## src/rtl/pwm_capture.sv

```systemverilog
// PWM/servo pulse capture with an Avalon-MM slave for HIGH_TIME, PERIOD, STATUS, TIMEOUT.
// Ports: clk, reset (async high), avs_* register bus, pwm_in (async); irq when PWM_CAPTURE_IRQ_EN is defined.
module pwm_capture #(
  parameter int unsigned SYNC_STAGES   = 2,
  parameter logic [31:0] TIMEOUT_RESET = 32'd2500000
) (
  input  logic        clk,
  input  logic        reset,
  input  logic [1:0]  avs_address,
  input  logic        avs_read,
  output logic [31:0] avs_readdata,
  input  logic        avs_write,
  input  logic [31:0] avs_writedata,
  input  logic        pwm_in
`ifdef PWM_CAPTURE_IRQ_EN
  ,
  output logic        irq
`endif
);

  localparam logic [31:0] MAX = '1;

  typedef enum logic {IDLE, MEAS} state_t;

  state_t state, state_nx;

  logic [SYNC_STAGES-1:0] sync;
  logic        s, s_d, rise, edge_s;
  logic [31:0] period_cnt, high_cnt, idle_cnt;
  logic [31:0] high_time, period, timeout;
  logic        valid, tmo, ovf, irq_en;
  logic        load, latch, tmo_hit;
  logic        wr_status, wr_timeout;

  assign s      = sync[SYNC_STAGES-1];
  assign rise   = s & ~s_d;
  assign edge_s = s ^ s_d;

  assign wr_status  = avs_write && (avs_address == 2'd2);
  assign wr_timeout = avs_write && (avs_address == 2'd3);

  assign tmo_hit = (timeout != '0) && (idle_cnt == timeout);

  always_ff @(posedge clk or posedge reset) begin
    if (reset) begin
      sync <= '0;
      s_d  <= 1'b0;
    end else begin
      sync <= {sync[SYNC_STAGES-2:0], pwm_in};
      s_d  <= s;
    end
  end

  always_ff @(posedge clk or posedge reset) begin
    if (reset) state <= IDLE;
    else       state <= state_nx;
  end

  // A timeout abandons any measurement in progress.
  always_comb begin
    state_nx = state;
    load     = 1'b0;
    latch    = 1'b0;
    if (tmo_hit) begin
      state_nx = IDLE;
    end else begin
      unique case (state)
        IDLE: if (rise) begin
          load     = 1'b1;
          state_nx = MEAS;
        end
        MEAS: if (rise) begin
          load  = 1'b1;
          latch = 1'b1;
        end
      endcase
    end
  end

  always_ff @(posedge clk or posedge reset) begin
    if (reset) begin
      period_cnt <= '0;
      high_cnt   <= '0;
    end else if (load) begin
      period_cnt <= 32'd1;
      high_cnt   <= 32'd1;
    end else if (state == MEAS) begin
      if (period_cnt != MAX) period_cnt <= period_cnt + 32'd1;
      if (s && high_cnt != MAX) high_cnt <= high_cnt + 32'd1;
    end
  end

  always_ff @(posedge clk or posedge reset) begin
    if (reset)                     idle_cnt <= '0;
    else if (edge_s || wr_timeout) idle_cnt <= '0;
    else if (idle_cnt != MAX)      idle_cnt <= idle_cnt + 32'd1;
  end

  // Set events outrank a simultaneous write-1-to-clear.
  always_ff @(posedge clk or posedge reset) begin
    if (reset) begin
      high_time <= '0;
      period    <= '0;
      valid     <= 1'b0;
      tmo       <= 1'b0;
      ovf       <= 1'b0;
      timeout   <= TIMEOUT_RESET;
    end else begin
      if (tmo_hit) begin
        high_time <= '0;
        period    <= '0;
      end else if (latch) begin
        high_time <= high_cnt;
        period    <= period_cnt;
      end
      if (latch)                             valid <= 1'b1;
      else if (tmo_hit)                      valid <= 1'b0;
      else if (wr_status && avs_writedata[0]) valid <= 1'b0;
      if (tmo_hit)                           tmo <= 1'b1;
      else if (wr_status && avs_writedata[1]) tmo <= 1'b0;
      if (latch && (period_cnt == MAX || high_cnt == MAX))
        ovf <= 1'b1;
      else if (wr_status && avs_writedata[2])
        ovf <= 1'b0;
      if (wr_timeout) timeout <= avs_writedata;
    end
  end

`ifdef PWM_CAPTURE_IRQ_EN
  always_ff @(posedge clk or posedge reset) begin
    if (reset) begin
      irq_en <= 1'b0;
      irq    <= 1'b0;
    end else begin
      if (wr_status) irq_en <= avs_writedata[8];
      irq <= valid & irq_en;
    end
  end

  logic unused_wd;
  assign unused_wd = ^{avs_writedata[31:9], avs_writedata[7:3]};
`else
  assign irq_en = 1'b0;

  logic unused_wd;
  assign unused_wd = ^{avs_writedata[31:8], avs_writedata[7:3]};
`endif

  always_ff @(posedge clk or posedge reset) begin
    if (reset) begin
      avs_readdata <= '0;
    end else if (avs_read) begin
      unique case (avs_address)
        2'd0: avs_readdata <= high_time;
        2'd1: avs_readdata <= period;
        2'd2: avs_readdata <= {23'd0, irq_en, 5'd0, ovf, tmo, valid};
        2'd3: avs_readdata <= timeout;
      endcase
    end
  end

endmodule

```

## config.mk

```make
export PLATFORM = sky130hd
export DESIGN_NAME = pwm_capture
export DESIGN_NICKNAME = d
export VERILOG_FILES = /design/src/rtl/pwm_capture.sv
export SDC_FILE = /design/constraint.sdc
export NUM_CORES = 1
export LEC_CHECK = 0
export ABC_CLOCK_PERIOD_IN_PS = 10210
export CAP_MARGIN = 20
export CELL_PAD_IN_SITES_DETAIL_PLACEMENT = 0
export CELL_PAD_IN_SITES_GLOBAL_PLACEMENT = 1
export CORE_MARGIN = 2
export CORE_UTILIZATION = 47
export DETAILED_ROUTE_END_ITERATION = 8
export HOLD_SLACK_MARGIN = 0.06
export PLACE_DENSITY_LB_ADDON = 0.1
export SETUP_SLACK_MARGIN = 0.1
export SLEW_MARGIN = 10
export SYNTH_ARGS = -nofsm -noshare
export SYNTH_HDL_FRONTEND = slang
export SYNTH_SLANG_ARGS = --single-unit
```

## constraint.sdc

```tcl
create_clock -name clk -period 10.21 [get_ports clk]
set_input_delay 3.063 -clock clk [delete_from_list [all_inputs] [get_ports clk]]
set_output_delay 3.063 -clock clk [all_outputs]
set_load 0.05 [all_outputs]
```

==> reports/qor.txt <==
DRT Wirelength = 33.5 mm
Reg-to-reg critical path startpoint = state
Clock Sink Count = 231
Rows = 57
# setup viols final = 0
Design area = 13500 um2
Root buf cell = clkbuf_16
Pleak = 5.46 nW
Crit path capture type = flop
# DRC = 0
Tcrit/Tclk final = 48.9%
H-tree Lvls = 1
Most common cell in the netlist = dfrtp_1
Final cell count without fillers = 1583
Syn_nets = 1249
Placed cell count = 1528
#FFs+latches synth = 231
Worst EP required = 10.67 ns
Critical Path End = idle_cnt[27]
Worst-Margin Slew = 1.01 ns
DR pass1 iterations = 5
Post-place instance area = 12500 um2
Post-layout util = 55.6%
Placer Congestion = 0.824
Crit path kind = input port to flop
Avg WL per Cell = 21.2 um
Top cell type's share of synthesized area = 48.0%
Ant. Diodes = 0
Worst relative slew slack = 32.7%
Final HPWL DP = 22.5 mm
RSZ-0062 raised after global routing = false
Post-DRT Antenna Nets = 0
CP arrival = 5.45 ns
Status = completed
Worst Reg-to-Reg Cells = 5
FMAX = 0.200 GHz
Bufs on Longest Clock Path = 3
Slew Viols, Final = 0
Max Cap Viol = 0
# Post-CTS Setup Buffers = 0
CP max-delay cell = or4_1
Syn avg cell area = 9.64 um2
Clock transition at path regs = 0.06 ns
Inserted Clock Buffers = 27
Via/cell ratio = 6.02
DR vias = 9527
Hold Crit Class = flop to flop
Vias in the first global route = 8866
PwrDens = 175 nW/um2
Cts hold-fix bufs = 0
NumNets Final = 1282
Post-CTS resize count = 0
Largest net degree at the start of global routing = 150
Fin. Hold Viols = 0
Yosys top cell by area = dfrtp_1
Crit path max fanout = 37
Share of layout cells above drive strength 1 = 12.6%
Cell variety after synth = 61
Hold_ws = 0.352 ns
Worst path most repeated cell = buf_4
CP peak stage delay = 0.52 ns
I/O Pins = 71
Antenna violations before repair = 0
Most used DFF post-synth = dfrtp_1
Synth top cells by count = dfrtp_1, a21oi_1, nand2_1
Die Y = 161 um
Peak VDD IR = 126 uV
Die Wd = 161 um
Skew-Pair Late Insertion Delay = 0.54 ns
Ys Warns = 0
Core area = 24300 um2
Post-synth EDFFs = 0
TritonCTS clock tree = yes
Starting Density = 47.8%
Crit path launch = avs_address[1]
Largest cells by area after synthesis = dfrtp_1, a21oi_1, mux2_2
Synth Instances = 1206
Startpoint types = input port
Final setup TNS = 0 ns
Worst reg2reg endpoint = period_cnt[25]
Worst path cell trace = clkdlybuf4s50_1, buf_4, nand3_1, buf_4, nand2_1, buf_8, or4_1, o21ai_1
Seq/Total Area, Yosys = 49.8%
Total GRT Usage = 25.9%
Iteration-0 DRC Markers = 867
Die ar. = 26000 um2
Grt ovf = 0
Port Buffer Count = 70
Skew final = 0.0163 ns
Tmin final = 4.99 ns
Async set-reset flop share out of synthesis = 100%
R2R Setup Slk = 7.11 ns
First-pass GRT wire length = 52.8 mm
Layout area overhead = 16.4%
Netlist Area Pre-Place = 11600 um2
==> per-layer routing <==
metal / routed length [um] / global-route usage [%]
met1: 16500 / 41.0
met3: 1970 / 4.44
met2: 14300 / 36.9
met4: 781 / 6.37
met5: 0 / 0
==> cell type report <==
type	instances	area (um2)
Sequential cell	231	5790
Clock buffer	37	763
Tap cell	324	405
Clock inverter	12	163
Multi-Input combinational cell	886	5480
Fill cell	2182	10800
Timing Repair Buffer	86	891
Inverter	7	33.8
==> through the flow <==
stage          setup WS (ns)  total power [mW]
2_1_floorplan          0.827              1.25
3_3_place_gp            4.26              1.37
3_5_place_dp            4.26              1.37
4_1_cts                 4.79              2.38
5_1_grt                 5.10              2.46
6_report                5.22              2.37
==> state kept, by name, summed over array words and instances, names as in the netlist <==
register,flops
avs_readdata,32
period,32
valid,1
timeout,32
high_time,32
high_cnt,32
period_cnt,32
state,1
s_d,1
tmo,1
ovf,1
idle_cnt,32
sync,2
==> worst min-delay path by stage <==
stage / cells after the start / endpoint / startpoint / slack, ns
6_report: 0 / sync[1] / sync[0] / 0.35
5_1_grt: 0 / sync[1] / sync[0] / 0.36
4_1_cts: 0 / sync[1] / sync[0] / 0.36
3_5_place_dp: 0 / sync[1] / sync[0] / 0.34
3_3_place_gp: 0 / sync[1] / sync[0] / 0.33
2_1_floorplan: 0 / sync[1] / sync[0] / 0.33
==> cells in the final DEF (no fill, tap or decap), drive strengths merged, types with 10 or more instances in the layout <==
master,count
a22oi,29
o31ai,28
nand3,99
nand4,30
a21oi,160
nand2,128
or4,33
clkbuf,37
buf,17
or3,37
mux2,64
xor2,38
dfrtp,223
clkdlybuf4s50,69
nor2,72
and4,10
and3,13
nor4,25
nor3,12
o21ai,41
==> where the power goes <==
group | switching (mW) | internal, mW | leakage (nW) | total (mW)
Clock | 0.390 | 0.620 | 0.459 | 1.01
Sequential | 0.0751 | 0.980 | 3.06 | 1.06
Combinational | 0.181 | 0.124 | 1.94 | 0.305
==> cells by family after synthesis <==
family / count (synthesis) / synth area share, %
simple gates: 486 / 22.1
mux: 70 / 7.04
fa+ha+maj: 4 / 0.431
compound gates: 280 / 14.0
flops: 231 / 49.8
buf+inv: 89 / 3.15
xor+xnor: 46 / 3.47
==> critical path: cells and delay by family <==
kind	cells	cell delay [ns]
and+or+nand+nor	3	0.94
AOI/OAI and AO/OA	1	0.09
buffers and inverters	4	1.32
No activity file was read; power rests on OpenSTA's default activity.
